$ cat config.mk
export PLATFORM = sky130hd
export DESIGN_NAME = pipe_skid_stage
export DESIGN_NICKNAME = d
export VERILOG_FILES = /design/src/rtl/pipe_pkg.sv /design/src/rtl/skid_ctrl.sv /design/src/rtl/pipe_skid_stage.sv
export SDC_FILE = /design/constraint.sdc
export NUM_CORES = 1
export LEC_CHECK = 0
export ABC_AREA = 0
export CAP_MARGIN = 10
export CORE_MARGIN = 4
export CORE_UTILIZATION = 45
export DETAILED_ROUTE_END_ITERATION = 7
export PLACE_DENSITY = 0.85
export SLEW_MARGIN = 20
export SYNTH_ARGS = -nofsm -noshare
export SYNTH_HDL_FRONTEND = slang
export SYNTH_SLANG_ARGS = --single-unit
$ cat constraint.sdc
create_clock -name clk -period 4.1 [get_ports clk]
set_input_delay 0.615 -clock clk [delete_from_list [all_inputs] [get_ports clk]]
set_output_delay 0.615 -clock clk [all_outputs]
set_load 0.01 [all_outputs]
$ cat src/rtl/pipe_pkg.sv
// Shared types and defaults for the two-entry valid/ready skid stage.
// State encoding doubles as the occupancy count driven on the count port.
package pipe_pkg;

   typedef enum logic [1:0] {
      EMPTY = 2'd0,
      ONE   = 2'd1,
      TWO   = 2'd2
   } skid_state_t;

   localparam int DEFAULT_WIDTH = 64;

endpackage

$ cat src/rtl/skid_ctrl.sv
// Occupancy FSM for the skid stage: registers the handshake outputs and
// decodes the per-cycle load enables for the main/skid data registers.
//
//  state | meaning
//  EMPTY | nothing held, out_valid=0, in_ready=1
//  ONE   | main holds the only entry
//  TWO   | main holds oldest, skid holds newest, in_ready=0
module skid_ctrl
   import pipe_pkg::*;
(
   input  logic       clk,
   input  logic       reset,
   input  logic       flush,
   input  logic       in_valid,
   input  logic       out_ready,
   output logic       in_ready,
   output logic       out_valid,
   output logic [1:0] count,
   output logic       load_main,
   output logic       load_skid,
   output logic       sel_skid
);

   skid_state_t state;
   skid_state_t state_nxt;
   logic        accept;
   logic        pop;

   assign accept = in_valid & in_ready;
   assign pop    = out_valid & out_ready;

   always_comb begin
      state_nxt = state;
      load_main = 1'b0;
      load_skid = 1'b0;
      sel_skid  = 1'b0;
      unique case (state)
         EMPTY: begin
            if (accept) begin
               state_nxt = ONE;
               load_main = 1'b1;
            end
         end
         ONE: begin
            if (accept && !pop) begin
               state_nxt = TWO;
               load_skid = 1'b1;
            end else if (accept && pop) begin
               load_main = 1'b1;
            end else if (pop) begin
               state_nxt = EMPTY;
            end
         end
         TWO: begin
            sel_skid = 1'b1;
            if (pop) begin
               state_nxt = ONE;
               load_main = 1'b1;
            end
         end
         default: state_nxt = EMPTY;
      endcase
      // Flush and reset discard any same-cycle handshake entirely.
      if (reset || flush) begin
         state_nxt = EMPTY;
         load_main = 1'b0;
         load_skid = 1'b0;
      end
   end

   // Outputs are registered alongside state so in_ready has no path from out_ready.
   always_ff @(posedge clk) begin
      if (reset) begin
         state     <= EMPTY;
         in_ready  <= 1'b1;
         out_valid <= 1'b0;
         count     <= 2'd0;
      end else begin
         state     <= state_nxt;
         in_ready  <= (state_nxt != TWO);
         out_valid <= (state_nxt != EMPTY);
         count     <= state_nxt;
      end
   end

   a_no_accept_when_full : assert property (@(posedge clk) disable iff (reset)
      !(state == TWO && accept));
   a_count_legal : assert property (@(posedge clk) disable iff (reset)
      count != 2'd3);

endmodule

$ cat src/rtl/pipe_skid_stage.sv
// Two-entry valid/ready pipeline stage with flush: control FSM plus the main
// (output) and skid enable registers, with main fed from in_data or skid.
module pipe_skid_stage
   import pipe_pkg::*;
#(
   parameter int WIDTH = DEFAULT_WIDTH
) (
   input  logic             clk,
   input  logic             reset,
   input  logic             flush,
   input  logic             in_valid,
   output logic             in_ready,
   input  logic [WIDTH-1:0] in_data,
   output logic             out_valid,
   input  logic             out_ready,
   output logic [WIDTH-1:0] out_data,
   output logic [1:0]       count
);

   logic             load_main;
   logic             load_skid;
   logic             sel_skid;
   logic [WIDTH-1:0] main_q;
   logic [WIDTH-1:0] skid_q;
   logic [WIDTH-1:0] main_d;

   skid_ctrl u_ctrl (
      .clk       (clk),
      .reset     (reset),
      .flush     (flush),
      .in_valid  (in_valid),
      .out_ready (out_ready),
      .in_ready  (in_ready),
      .out_valid (out_valid),
      .count     (count),
      .load_main (load_main),
      .load_skid (load_skid),
      .sel_skid  (sel_skid)
   );

   assign main_d = sel_skid ? skid_q : in_data;

   always_ff @(posedge clk) begin
      if (reset) begin
         main_q <= '0;
         skid_q <= '0;
      end else begin
         if (load_main) main_q <= main_d;
         if (load_skid) skid_q <= in_data;
      end
   end

   assign out_data = main_q;

endmodule

==> metrics.log, run 1 <==
[metrics] switching share of power: 0.228
[metrics] vias: 4,859
[metrics] clock network power share: 0.465
[metrics] first-pass detailed-route iteration total: 5
[metrics] Overall Power: approximately 3200 uW
[metrics] Area growth, synth to finish: 34.9%
[metrics] number of sinks handled by clock tree synthesis: 132
[metrics] number of antenna violations at the first check in global routing: 0
[metrics] synthesized-area fraction occupied by and/or/nand/nor cells: 0.227
[metrics] vias in the first global route: 4,603
[metrics] headroom to the max-slew limit: 0.407
[metrics] GPL Wtd Cong: approximately 0.77
[metrics] commonest cells after routing, fill and taps aside: 257 x sky130_fd_sc_hd__nand2_1, 135 x sky130_fd_sc_hd__clkdlybuf4s50_1, 132 x sky130_fd_sc_hd__dfxtp_1, 66 x sky130_fd_sc_hd__nor2_1
[metrics] die boundary height: 119 um
[metrics] GRT Util Overall: 0.191
[metrics] wire length of the first global-routing pass: 22,200 um
[metrics] Starting DRT DRC Count: 352
[metrics] hold crit path type: reg -> reg
[metrics] post-route clock period utilization: 0.603
[metrics] number of warnings printed during yosys synthesis: 0
[metrics] CTS Root Cell: sky130_fd_sc_hd__clkbuf_16
[metrics] largest net degree at the start of global routing: slightly below 70
[metrics] area of placed instances: 0.00694 mm^2
[metrics] result of the run: completed
[metrics] crit path max fanout: 64
[metrics] routed vias/inst: 5.17
[metrics] Crit path arrival time: 2.79 ns
[metrics] clock tree from TritonCTS: done
[metrics] Synth Area in XOR/XNOR: 0
[metrics] main combinational cell family by area after synthesis: compound AO/OA/AOI/OAI gates
[metrics] VDD IR-drop max: between 0.0002 and 0.00025 V
[metrics] CTS max path bufs: 2
[metrics] fraction of the mapped netlist area in compound gates: 0.243
[metrics] number of cells upsized or downsized after cts: 0
[metrics] Worst Setup Path Type: in -> reg
[metrics] footprint of the multi-input gates: 0.00263 mm^2
[metrics] internal cell power: 2470 uW
[metrics] part of the total power dissipated in sequential elements: 0.423
[metrics] hold buffer count at cts: 0
[metrics] post-synthesis register bit count: 132
[metrics] setup violators final: 0
[metrics] synth unique cells: 23
[metrics] register area: 0.00264 mm^2
[metrics] Clock transition at path regs: 0.05 ns
[metrics] required time of the worst setup path: 4.41 ns
[metrics] kind of end point of the critical path: flip-flop
[metrics] length of routed met3 wiring: ~700 um
[metrics] DR WL met2: around 7000 um
[metrics] CORE AREA: 0.0121 mm^2
[metrics] IO Pins: 137
[metrics] RSZ-0062 raised after global routing: no
[metrics] H-Tree Depth: 4
[metrics] clock buffer count from CTS: 17
[metrics] number of nets in the final layout: 828
[metrics] element type at the critical path start: input pin
[metrics] remaining routing DRC violations: 0
[metrics] std cell rows: 40
[metrics] hold slack: 0.454 ns
[metrics] starting density of the core: 0.462
[metrics] reported net switching power: ~730 uW
[metrics] number of antenna-violating nets in the routed design: 0
[metrics] gate count of the mapped netlist: 652
[metrics] die footprint: 0.0142 mm^2
[metrics] synthesized-area fraction occupied by adder cells: 0
[metrics] Setup Skew: 0.00534 ns
[metrics] die width: 119 um
[metrics] total setup buffers inserted after CTS: 0
[metrics] aggregate global routing overflow: 0
[metrics] Hold Fails Final Rpt: 0
[metrics] leakage component of the power: 0.00250 uW
[metrics] minimum period implied by the final worst setup slack: 2.47 ns
[metrics] fin. max-slew vios: 0
[metrics] part of the Yosys area used for sequential elements: 0.474
[metrics] diode count: 0
[metrics] timing-limited maximum frequency: around 0.40 GHz
[metrics] final total negative setup slack: 0 ns
[metrics] I/O Buffers: 136
[metrics] mean instance size in the synthesized netlist: 8.55 um^2
[metrics] transition time at the pin with the least slew margin: 0.890 ns
[metrics] detailed-placement wirelength estimate: between 8000 and 9000 um
[metrics] DR WL/cell: between 10 and 15 um
[metrics] fraction of layout cells with a size suffix above 1: 0.140
[metrics] WL final: 13,900 um
[metrics] Gate power share: 0.113
[metrics] net count after synthesis: approximately 700
[metrics] post-synthesis cell area: 0.00557 mm^2
[metrics] multiplexer share of the synthesized area: 0
[metrics] filler cell count in the final layout: 1,004
[metrics] uppermost layer routed: met4
[metrics] final non-filler cell area: 0.00752 mm^2
[metrics] max capacitance violation total: 0
[metrics] most common library cell in the layout ignoring fill and taps: sky130_fd_sc_hd__nand2_1
[metrics] clock latency of the later-clocked register in the worst-skew pair: 0.40 ns
[metrics] wire length on met1: 5880 um
[metrics] Power Dens Cells: 426 mW/mm^2
cell type report:
| type | instances | area share |
|---|---|---|
| clock buffer | 20 | 0.0594 |
| tap | 168 | 0.0280 |
| multi-input combinational | 464 | 0.350 |
| inverter | 1 | 0.000499 |
| timing repair buffer | 143 | 0.193 |
| clock inverter | 11 | 0.0180 |
| sequential | 132 | 0.351 |
cell families after synthesis:
| logic type | after synthesis |
|---|---|
| compound gates | 135 |
| flops | 132 |
| buf+inv | 56 |
| simple gates | 329 |
power by group through the flow:
| stage | clock network [uW] | registers, uW | logic [uW] |
|---|---|---|---|
| global placement | 0 | 1380 | 354 |
| global route | 1570 | 1360 | 386 |
| CTS | 1510 | 1350 | 363 |
| finish | 1490 | 1350 | 361 |
| floorplan | 0 | 1390 | 171 |
| detailed placement | 0 | 1380 | 361 |
path summary, 6_finish.rpt:
kind | start | endpoint | slack, ns | cells after the start
max | reset | skid_q[28] | 1.63 | 6
min | skid_q[43] | skid_q[43] | 0.45 | 2
max reg2reg | u_ctrl.count[1] | skid_q[28] | 1.96 | 5
min reg2reg | skid_q[43] | skid_q[43] | 0.45 | 2
critical path, cell delays in order:
cell                      delay [ns]
sky130_fd_sc_hd__buf_4          0.33
sky130_fd_sc_hd__nor2_1         0.46
sky130_fd_sc_hd__and4_2         0.85
sky130_fd_sc_hd__buf_12         0.27
sky130_fd_sc_hd__nand2_1        0.07
sky130_fd_sc_hd__a21oi_1        0.16
stage by stage:
step	setup slack [ns]	cells	util
floorplan	2.40	652	-
global placement	1.31	908	0.575
detailed placement	1.22	908	0.575
CTS	1.62	939	0.623
global route	1.48	939	0.623
finish	1.63	939	0.623
sequential cells by signal (all words and copies together) (netlist names):
| signal | count |
|---|---|
| out_data | 64 |
| skid_q | 64 |
| u_ctrl.count | 2 |
| u_ctrl.in_ready | 1 |
| u_ctrl.out_valid | 1 |
Yosys cell counts:
library cell / number / share of area
sky130_fd_sc_hd__o2bb2ai_2: 1 / 0.0027
sky130_fd_sc_hd__inv_1: 1 / 0.00067
sky130_fd_sc_hd__nand4_2: 1 / 0.0022
sky130_fd_sc_hd__a211o_1: 1 / 0.0016
sky130_fd_sc_hd__and2b_1: 1 / 0.0013
sky130_fd_sc_hd__nand2b_1: 1 / 0.0011
sky130_fd_sc_hd__buf_6: 9 / 0.018
sky130_fd_sc_hd__a2111oi_0: 1 / 0.0016
sky130_fd_sc_hd__nor2_1: 66 / 0.044
sky130_fd_sc_hd__and3b_2: 1 / 0.0018
sky130_fd_sc_hd__o21ai_0: 1 / 0.00090
sky130_fd_sc_hd__a21oi_1: 64 / 0.057
sky130_fd_sc_hd__dfxtp_1: 132 / 0.47
sky130_fd_sc_hd__a21boi_0: 1 / 0.0013
sky130_fd_sc_hd__nand3b_1: 1 / 0.0013
sky130_fd_sc_hd__buf_2: 13 / 0.012
sky130_fd_sc_hd__clkbuf_1: 28 / 0.019
sky130_fd_sc_hd__a311oi_2: 64 / 0.17
sky130_fd_sc_hd__and4_1: 1 / 0.0016
sky130_fd_sc_hd__o211a_4: 1 / 0.0031
sky130_fd_sc_hd__buf_4: 5 / 0.0067
sky130_fd_sc_hd__nand2_1: 257 / 0.17
sky130_fd_sc_hd__o31a_1: 1 / 0.0016
metal layers:
layer  track usage  vias up
met4        0.0681        0
met1         0.225     2277
li1              -     2416
met3        0.0546       19
met5             0        -
met2         0.330      147
(Power assumes the default switching activity.)
==> run 2, diff against run 1 <==
PLACE_DENSITY = 0.88   (was 0.85)
clock period = 2.1 ns   (was 4.1 ns; I/O delays follow)
==> run 2 against run 1 <==
  * Combinational power increased by 100%
  * Register-to-register slack got worse by 1.6 ns
  * Worst hold slack got worse by 0.33 ns
  * Utilization increased by 1.6 points
  * Cell area increased by 2.5%
  * Critical path depth decreased by 5
  * Power increased by 110%
  * Critical endpoint is now count[0]
==> metrics.log, run 2 (synthesis results as in run 1) <==
[metrics] die boundary height: 119 um
[metrics] element type at the critical path start: flip-flop
[metrics] post-route clock period utilization: 0.875
[metrics] Hold Fails Final Rpt: 0
[metrics] number of antenna violations at the first check in global routing: 0
[metrics] largest net degree at the start of global routing: 67
[metrics] CTS max path bufs: 2
[metrics] Area growth, synth to finish: 38.3%
[metrics] transition time at the pin with the least slew margin: slightly below 0.9 ns
[metrics] critical register-to-register path endpoint: out_data[59]
[metrics] die width: approximately 120 um
[metrics] headroom to the max-slew limit: 0.411
[metrics] Clock transition at path regs: 0.05 ns
[metrics] die footprint: 0.0142 mm^2
[metrics] detailed-placement wirelength estimate: 8770 um
[metrics] DR WL/cell: 15.0 um
[metrics] starting density of the core: 0.462
[metrics] clock tree from TritonCTS: done
[metrics] vias: around 5,000
[metrics] FF-to-FF Start: u_ctrl.count[0]
[metrics] std cell rows: 40
[metrics] Worst Setup Path Type: reg -> out
[metrics] reg-to-reg setup timing slack: 0.37 ns
[metrics] Crit-path slowest cell: sky130_fd_sc_hd__clkdlybuf4s50_1
[metrics] CP Buf/Inv Count: 1
[metrics] delay of the slowest cell on the worst path: 0.60 ns
[metrics] H-Tree Depth: 4
[metrics] RSZ-0062 raised after global routing: no
[metrics] diode count: 0
[metrics] GPL Wtd Cong: 0.779
[metrics] share of the core filled with cells in the final layout: 0.639
[metrics] first-pass detailed-route iteration total: 4
[metrics] total setup buffers inserted after CTS: 0
[metrics] number of cells upsized or downsized after cts: 0
[metrics] gate family responsible for the most delay along the worst path: buffers and inverters
[metrics] number of nets in the final layout: 835
[metrics] hold buffer count at cts: 0
[metrics] CORE AREA: 0.0121 mm^2
[metrics] clock buffer count from CTS: 17
[metrics] Starting DRT DRC Count: roughly 370
[metrics] number of sinks handled by clock tree synthesis: 132
[metrics] worst reg2reg path depth: 5
[metrics] Crit path arrival time: about 1.5 ns
[metrics] vias in the first global route: 4,767
[metrics] timing endpoint of the critical path: count[0]
[metrics] WL final: 14,200 um
[metrics] crit path setup slack, layout: 0.263 ns
[metrics] max capacitance violation total: 0
[metrics] Crit path depth: 1
[metrics] minimum period implied by the final worst setup slack: 1.84 ns
[metrics] required time of the worst setup path: 1.78 ns
[metrics] timing-limited maximum frequency: 0.544 GHz
[metrics] most common library cell in the layout ignoring fill and taps: sky130_fd_sc_hd__nand2_1
[metrics] aggregate global routing overflow: 0
[metrics] critical path, cell by cell: clkdlybuf4s50_1
[metrics] VDD IR-drop max: 0.000498 V
[metrics] hold crit path type: in -> reg
[metrics] CTS Root Cell: sky130_fd_sc_hd__clkbuf_16
[metrics] fraction of layout cells with a size suffix above 1: 0.148
[metrics] commonest cells after routing, fill and taps aside: 257 x sky130_fd_sc_hd__nand2_1, 135 x sky130_fd_sc_hd__clkdlybuf4s50_1, 132 x sky130_fd_sc_hd__dfxtp_1, 66 x sky130_fd_sc_hd__nor2_1
[metrics] fin. max-slew vios: 0
[metrics] I/O Buffers: 136
[metrics] Setup Skew: around 0.018 ns
[metrics] worst setup path startpoint: u_ctrl.count[0]
[metrics] crit path max fanout: 7
[metrics] final total negative setup slack: 0 ns
[metrics] leakage component of the power: ~0.0026 uW
[metrics] GRT Util Overall: 0.201
[metrics] wire length of the first global-routing pass: 23,100 um
[metrics] result of the run: completed
[metrics] routed vias/inst: 5.24
[metrics] IO Pins: between 100 and 150
[metrics] post-placement setup slack: 0.0419 ns
[metrics] number of antenna-violating nets in the routed design: 0
[metrics] remaining routing DRC violations: 0
[metrics] kind of end point of the critical path: output pin
[metrics] clock latency of the later-clocked register in the worst-skew pair: 0.42 ns
[metrics] setup violators final: 0
[metrics] Power Dens Cells: 854 mW/mm^2
==> run 2: changes by cell type in the layout (fill, tap and decap cells not counted), sizes merged <==
| cell | change |
|---|---|
| buf | +7 |
| clkbuf | +2 |
| clkinv | -2 |
| clkinvlp | -1 |
| bufinv | +2 |
==> run 2: where the power goes <==
group / internal, uW / switching [uW] / leakage (uW)
clock: 2160 / 1060 / 0.000314
combinational: 376 / 347 / 0.00120
sequential: 2590 / 51.3 / 0.00107
==> run 2: layout make-up <==
type	instances	area, um^2
Fill cell	968	4360
Sequential cell	132	2640
Multi-Input combinational cell	464	2630
Timing Repair Buffer	150	1580
Clock buffer	22	464
Tap cell	168	210
Clock inverter	10	178
Inverter	1	3.75
==> run 2: layer usage <==
metal | share of wire | GRT usage | vias to the layer above | wire [um]
met5 | 0 | 0 | - | 0
met4 | 0.028 | 0.0956 | 0 | 402
met3 | 0.047 | 0.0556 | 35 | 672
met2 | 0.53 | 0.355 | 145 | 7460
met1 | 0.40 | 0.221 | 2345 | 5650
li1 | - | - | 2436 | -
==> run 2: metrics by stage <==
stage | total power (uW) | cells | area (um^2) | hold slack [ns]
after floorplan | 3060 | 652 | 5570 | 0.417
after global placement | 3400 | 915 | 7060 | 0.442
after detailed placement | 3420 | 915 | 7060 | 0.447
after CTS | 6630 | 947 | 7710 | 0.104
after global routing | 6790 | 947 | 7710 | 0.123
final | 6580 | 947 | 7710 | 0.124
==> run 2: worst min path at each step <==
stage          startpoint  cells after the start              end
3_5_place_dp   skid_q[26]                      2       skid_q[26]
6_report            reset                      2  u_ctrl.count[1]
2_1_floorplan       reset                      1  u_ctrl.count[1]
3_3_place_gp   skid_q[17]                      2       skid_q[17]
5_1_grt             reset                      2  u_ctrl.count[1]
4_1_cts             reset                      2  u_ctrl.count[1]
